[src/rtl/oil_sprite_drawer.sv]
// Sprite blitter: walks the sprite ROM in raster order and writes opaque, on-screen pixels
// to the frame buffer at a latched screen position, stalling on fb_ready.
module oil_sprite_drawer #(
  parameter int unsigned SPR_W  = 48,
  parameter int unsigned SPR_H  = 36,
  parameter int unsigned SCR_W  = 640,
  parameter int unsigned SCR_H  = 480,
  parameter logic [23:0] TRANSP = 24'hffffff
) (
  input  logic        Clk,
  input  logic        Reset,
  input  logic        start,
  input  logic [9:0]  pos_x,
  input  logic [9:0]  pos_y,
  output logic        busy,
  output logic        done,
  output logic [11:0] rom_addr,
  input  logic [23:0] rom_data,
  output logic        fb_we,
  output logic [9:0]  fb_x,
  output logic [9:0]  fb_y,
  output logic [23:0] fb_color,
  input  logic        fb_ready
);

  localparam int unsigned NPix = SPR_W * SPR_H;
  localparam int unsigned ColW = $clog2(SPR_W);
  localparam int unsigned RowW = $clog2(SPR_H + 1);

  typedef enum logic [1:0] {StIdle, StFetch, StDrain, StDone} state_e;

  state_e           state_q, state_d;
  logic [ColW-1:0]  col_q, col_d;
  logic [RowW-1:0]  row_q, row_d;
  logic [9:0]       pos_x_q, pos_x_d, pos_y_q, pos_y_d;
  logic             s1_valid_q, s1_valid_d;
  logic [11:0]      s1_addr_q, s1_addr_d;
  logic [10:0]      s1_x_q, s1_x_d, s1_y_q, s1_y_d;

  logic [11:0] issue_addr;
  logic        clip, stall;

  assign issue_addr = 12'(row_q * SPR_W + col_q);

  // 11-bit coordinates so a sum past 1023 stays clipped instead of wrapping on-screen
  assign clip     = (s1_x_q >= 11'(SCR_W)) || (s1_y_q >= 11'(SCR_H));
  assign fb_we    = s1_valid_q && !clip && (rom_data != TRANSP);
  assign stall    = fb_we && !fb_ready;
  assign rom_addr = stall ? s1_addr_q : issue_addr;
  assign fb_x     = s1_x_q[9:0];
  assign fb_y     = s1_y_q[9:0];
  assign fb_color = rom_data;

  always_comb begin
    state_d    = state_q;
    col_d      = col_q;
    row_d      = row_q;
    pos_x_d    = pos_x_q;
    pos_y_d    = pos_y_q;
    s1_valid_d = s1_valid_q;
    s1_addr_d  = s1_addr_q;
    s1_x_d     = s1_x_q;
    s1_y_d     = s1_y_q;
    busy       = 1'b0;
    done       = 1'b0;
    unique case (state_q)
      StIdle: begin
        if (start) begin
          pos_x_d = pos_x;
          pos_y_d = pos_y;
          col_d   = '0;
          row_d   = '0;
          state_d = StFetch;
        end
      end
      StFetch: begin
        busy = 1'b1;
        if (!stall) begin
          s1_valid_d = 1'b1;
          s1_addr_d  = issue_addr;
          s1_x_d     = {1'b0, pos_x_q} + 11'(col_q);
          s1_y_d     = {1'b0, pos_y_q} + 11'(row_q);
          if (col_q == ColW'(SPR_W - 1)) begin
            col_d = '0;
            row_d = row_q + 1'b1;
          end else begin
            col_d = col_q + 1'b1;
          end
          if (issue_addr == 12'(NPix - 1)) state_d = StDrain;
        end
      end
      StDrain: begin
        busy = 1'b1;
        if (!stall) begin
          s1_valid_d = 1'b0;
          state_d    = StDone;
        end
      end
      StDone: begin
        done    = 1'b1;
        state_d = StIdle;
      end
    endcase
  end

  always_ff @(posedge Clk) begin
    if (Reset) begin
      state_q    <= StIdle;
      col_q      <= '0;
      row_q      <= '0;
      pos_x_q    <= '0;
      pos_y_q    <= '0;
      s1_valid_q <= 1'b0;
      s1_addr_q  <= '0;
      s1_x_q     <= '0;
      s1_y_q     <= '0;
    end else begin
      state_q    <= state_d;
      col_q      <= col_d;
      row_q      <= row_d;
      pos_x_q    <= pos_x_d;
      pos_y_q    <= pos_y_d;
      s1_valid_q <= s1_valid_d;
      s1_addr_q  <= s1_addr_d;
      s1_x_q     <= s1_x_d;
      s1_y_q     <= s1_y_d;
    end
  end

endmodule

[config.mk]
export PLATFORM = sky130hd
export DESIGN_NAME = oil_sprite_drawer
export DESIGN_NICKNAME = d
export VERILOG_FILES = /design/src/rtl/oil_sprite_drawer.sv
export SDC_FILE = /design/constraint.sdc
export NUM_CORES = 1
export LEC_CHECK = 0
export BUFFER_PORTS_ARGS = -buffer_cell sky130_fd_sc_hd__clkbuf_2
export CELL_PAD_IN_SITES_DETAIL_PLACEMENT = 0
export CELL_PAD_IN_SITES_GLOBAL_PLACEMENT = 1
export CORE_MARGIN = 2
export CORE_UTILIZATION = 37
export CTS_BUF_LIST = sky130_fd_sc_hd__clkbuf_2 sky130_fd_sc_hd__clkbuf_4 sky130_fd_sc_hd__clkbuf_8
export CTS_CLUSTER_DIAMETER = 50
export DETAILED_ROUTE_END_ITERATION = 8
export GPL_ROUTABILITY_DRIVEN = 0
export PLACE_DENSITY = 0.89
export RECOVER_POWER = 25
export SLEW_MARGIN = 20
export SYNTH_ARGS = -nofsm -noshare
export SYNTH_HDL_FRONTEND = slang
export SYNTH_SLANG_ARGS = --single-unit
[constraint.sdc]
create_clock -name Clk -period 2.99 [get_ports Clk]
set_input_delay 0.4485 -clock Clk [delete_from_list [all_inputs] [get_ports Clk]]
set_output_delay 0.4485 -clock Clk [all_outputs]
set_load 0.02 [all_outputs]
**Word level (Yosys, flattened, before mapping)**

Index checks and enable logic that the tools add are counted.

- Bits in registers: 69
- Bits of input ports: 48

- $mul: 1
- Muxes and demuxes: 18
- Reduce and logical (&&, ||, !) cells: 16
- Bitwise operators: 1
- Equal/unequal tests: 11
- Order comparisons: 2
- Add/sub/neg operators: 5

Operators by type and width:

| kind | number |
|---|---|
| $mux W6 | 5 |
| $ne A24 B24 Y1 const B | 1 |
| $pmux W6 S2 | 2 |
| $add A10 B6 Y11 | 2 |
| $add A12 B6 Y12 | 1 |
| $add A6 B1 Y6 const B | 2 |
| $eq A12 B11 Y1 const B | 1 |
| $mux W12 | 1 |
| $ge A11 B10 Y1 const B | 1 |
| $ge A11 B9 Y1 const B | 1 |
| $ne A2 B2 Y1 const B | 5 |
| $mul A6 B2 Y8 const B | 1 |
| $mux W2 | 4 |
| $pmux W2 S4 | 1 |
| $reduce_and A4 Y1 | 2 |
| $eq A6 B6 Y1 const B | 1 |
| $reduce_and A3 Y1 | 2 |
| $eq A2 B2 Y1 const B | 2 |
| $mux W1 | 4 |
| $reduce_and A2 Y1 | 2 |
| $reduce_bool A2 Y1 | 2 |
| $logic_and A1 B1 Y1 | 3 |
| $eq A2 B1 Y1 const B | 1 |
| $logic_not A1 Y1 | 2 |
| other kinds (5) | 5 |

**Longest topological paths before layout**

- Depth in word-level cells: 8
- Gate-level depth with buffers: 10
- Gate-level depth less buffers: 10

**Worst setup path before layout**

OpenSTA, ideal clock, no wires.

- Path type: register -> output
- Start point: reg row_q[1]
- End point: out rom_addr[11]
- Stages on the path, launching flop included: 9
- Slack: -0.157 ns
- Arrival: 2.698 ns
- Path buffers: 0
- Path through: dfxtp_1 > ha_1 > fa_1 > xor2_1 > nand3_1 > a2111o_1 > or4b_1 > o211ai_2 > mux2_2

- Word-level cells in the longest chain between the ends: 3

RTL lines:

| element | line | RTL |
|---|---|---|
| start: declaration | 34 | `logic [RowW-1:0] row_q, row_d;` |
| start signal: assignment | 120 | `row_q <= row_d;` |
| $mul A6 B2 Y8 | 43 | `assign issue_addr = 12'(row_q * SPR_W + col_q);` |
| $add A12 B6 Y12 | 43 |  |
| $mux W12 | - |  |
| end: declaration | 17 | `output logic [11:0] rom_addr,` |

Every way passes these cells.

**Worst setup path in the final report**

Ends and elaborated chain as after synthesis.

==> impl_metrics.yaml <==
outcome:
  run_status: "complete, but fails checks"
  violations: "negative setup slack"
grt:
  gr-usage-all-layers: 0.173
  antenna_found_initial: 0
  overflow: 0
  grt_pass1_vias: 3889
  grt_pass1_wl_um: 18000
  grt_max_degree: 62
cells_and_area:
  drive_gt1_frac: 0.272
  multi_input_area_um2: 2680
  final_cell_mix: "nand2_1, clkbuf_2, dfxtp_1"
  final_util: 0.462
  num_antenna_cells: 0
  areaGrowthSynthToFinish_pct: 20.4
  seq_area_um2: 1390
  fillCellCount: 1154
  layout.nets: 706
  final_common_cell: "nand2_1"
timing:
  post-route-period-util: 1.09
  maxSlewHeadroom: 0.433
  worst_slack_ns: -0.279
  hold_viol: 0
  max_freq_ghz: 0.306
  rsz0062_at_grt: "yes"
  final-max-slew-violation-count: 0
  worstMarginPinSlew_ns: 0.851
  fin_tns_setup_ns: -0.537
  skew_ns: 0.0100
  min_period_ns: 3.27
  finalSetupViolations: 3
route:
  wl_per_cell_um: 14.6
  met2_length_um: 5420
  vias: 3990
  wl_met1_um: 5080
  drt_pass1_iterations: 5
  routed.top_layer: "met4"
  wl_met3_um: 632
  drcViolationCount: 0
  wl_um: 11400
  viasPerCell: 5.14
  drt_iter0_drc: 181
  detail-route-antenna-nets: 0
clock_tree:
  cts_sinks: 69
  cts_tree: "done"
  clkTransAtPathRegs_ns: 0.08
  clkLatencyLatePin_ns: 0.35
  cts_buffers: 9
  clockBufferDepth: 2
  cts_root_buffer: "clkbuf_8"
  htreeDepth: 3
  hold_buffers: 0
logic_synthesis:
  async_reset_ff_frac: 0
  synth_edf_count: 0
  ys_warn_count: 0
  synth_nets: 621
  ys_seq_area_frac: 0.313
  syn_area_per_cell_um2: 8.14
  netlist_instances: 543
  synth.largest_area_cell: "dfxtp_1"
  ys_top_cells_by_area: "dfxtp_1, nand2_1, buf_4"
  synth_cell_types: 65
  ys_ff_latch: 69
  syn_area_um2: 4420
  synthDominantCellAreaShare: 0.313
  synth-main-ff-cell: "dfxtp_1"
floorplan:
  core_um2: 11500
  dieArea_um2: 12800
  io_pins: 107
  die_w_um: 113
  initial_utilization: 0.384
  row_count: 39
  die_y_um: 113
power_and_ir_drop:
  p_leak_nw: 2.17
  p_int_mw: 1.89
  pwr-share-clk: 0.227
  ir_drop_uv: 276
  power_density_nw_per_um2: 600
  comb_power_share: 0.398
  seqPwrFrac: 0.375
  switching_share: 0.410
  p_sw_mw: 1.31
setup_path:
  crit_arrival_ns: 2.82
  path_class: "register to primary output"
  required_ns: 2.54
  end_kind: "primary output"
  critPathMaxFanout: 5
  reg2reg_slack_ns: 0.02
  critPathLaunchType: "register"
placed_design:
  hpwl_um: 8160
  port_buffers: 106
flow_run:
  drv_cap: 0
hold_path:
  hold_class: "primary input to register"
cells in the mapped netlist (4+ instances only):
cell type / n
a21o_1: 5
xnor2_1: 14
a211oi_2: 4
nand3b_1: 4
a211oi_1: 11
nand2b_1: 5
nand2_1: 90
mux2_2: 9
clkbuf_1: 17
ha_1: 26
fa_1: 4
inv_1: 23
dfxtp_1: 69
a21oi_1: 58
nor2b_1: 10
nand3_1: 9
and3_1: 4
o21ai_0: 12
nor3_1: 7
buf_4: 44
nor3b_1: 5
nor2_1: 33
o211ai_1: 4
xor2_1: 11
nand4_1: 10
timing repair:
action,CTS,global route
cloned,0,0
pin swaps,7,8
resized for setup,21,21
setup endpoints to repair,7,4
setup buffers,7,4
state kept, by name, summed over array words and instances, names as in the netlist:
signal	count
pos_x_q	10
col_q	6
s1_y_q	11
s1_valid_q	1
state_q	2
row_q	6
s1_x_q	11
pos_y_q	10
s1_addr_q	12
metrics by stage:
step	std cells	hold slack, ns	total power, mW	setup WS (ns)	cell area, um2
6_report	776	0.309	3.20	-0.279	5320
5_1_grt	776	0.310	3.41	-0.387	5320
4_1_cts	772	0.296	3.23	-0.340	5230
3_5_place_dp	749	0.447	2.49	-0.0526	4910
3_3_place_gp	749	0.438	2.46	0.00378	4910
2_1_floorplan	543	0.432	2.18	0.0252	4430
worst max-delay path: stages (launching register included):
cell,delay (ns)
dfxtp_4,0.38
ha_4,0.25
a211oi_4,0.35
nor2_1,0.17
a2111o_1,0.42
or4b_4,0.53
o211ai_2,0.10
mux2_4,0.18
buf_6,0.11
worst paths after layout:
| kind | start | endpoint | depth (start not counted) |
|---|---|---|---|
| worst min register to register | s1_y_q[2] | s1_y_q[2] | 2 |
| worst max-delay path | row_q[1] | rom_addr[11] | 8 |
| worst min-delay path | Reset | state_q[0] | 2 |
| worst max register to register | row_q[1] | state_q[0] | 11 |
routing by layer:
metal,vias up,track usage
li1,1992,-
met1,1852,0.211
met2,128,0.299
met3,18,0.0300
met4,0,0.0780
met5,-,0
kinds of logic (layout without fill, tap and decap cells):
kind of cell / after synthesis / after routing / share of synthesized area
multiplexers: 12 / 12 / 0.0297
AND/OR/NAND/NOR: 196 / 196 / 0.213
buffers and inverters: 89 / 179 / 0.116
flip-flops: 69 / 69 / 0.313
AO/OA/AOI/OAI: 121 / 121 / 0.185
adder cells (fa/ha/maj): 30 / 30 / 0.0917
XOR/XNOR: 26 / 26 / 0.0532
layout make-up:
class	instances	share of cell area
sequential	69	0.261
tap	143	0.0336
clock inverter	5	0.00635
clock buffer	11	0.0285
multi-input combinational	385	0.503
timing repair buffer	140	0.151
inverter	23	0.0162
power groups by stage:
stage | Clock [mW] | Sequential, mW | Combinational (mW)
5_1_grt | 0.781 | 1.22 | 1.41
3_5_place_dp | 0 | 1.22 | 1.27
6_report | 0.726 | 1.20 | 1.27
4_1_cts | 0.745 | 1.20 | 1.29
3_3_place_gp | 0 | 1.21 | 1.25
2_1_floorplan | 0 | 1.18 | 0.994
Note: power is estimated with default switching activity, not from simulation.
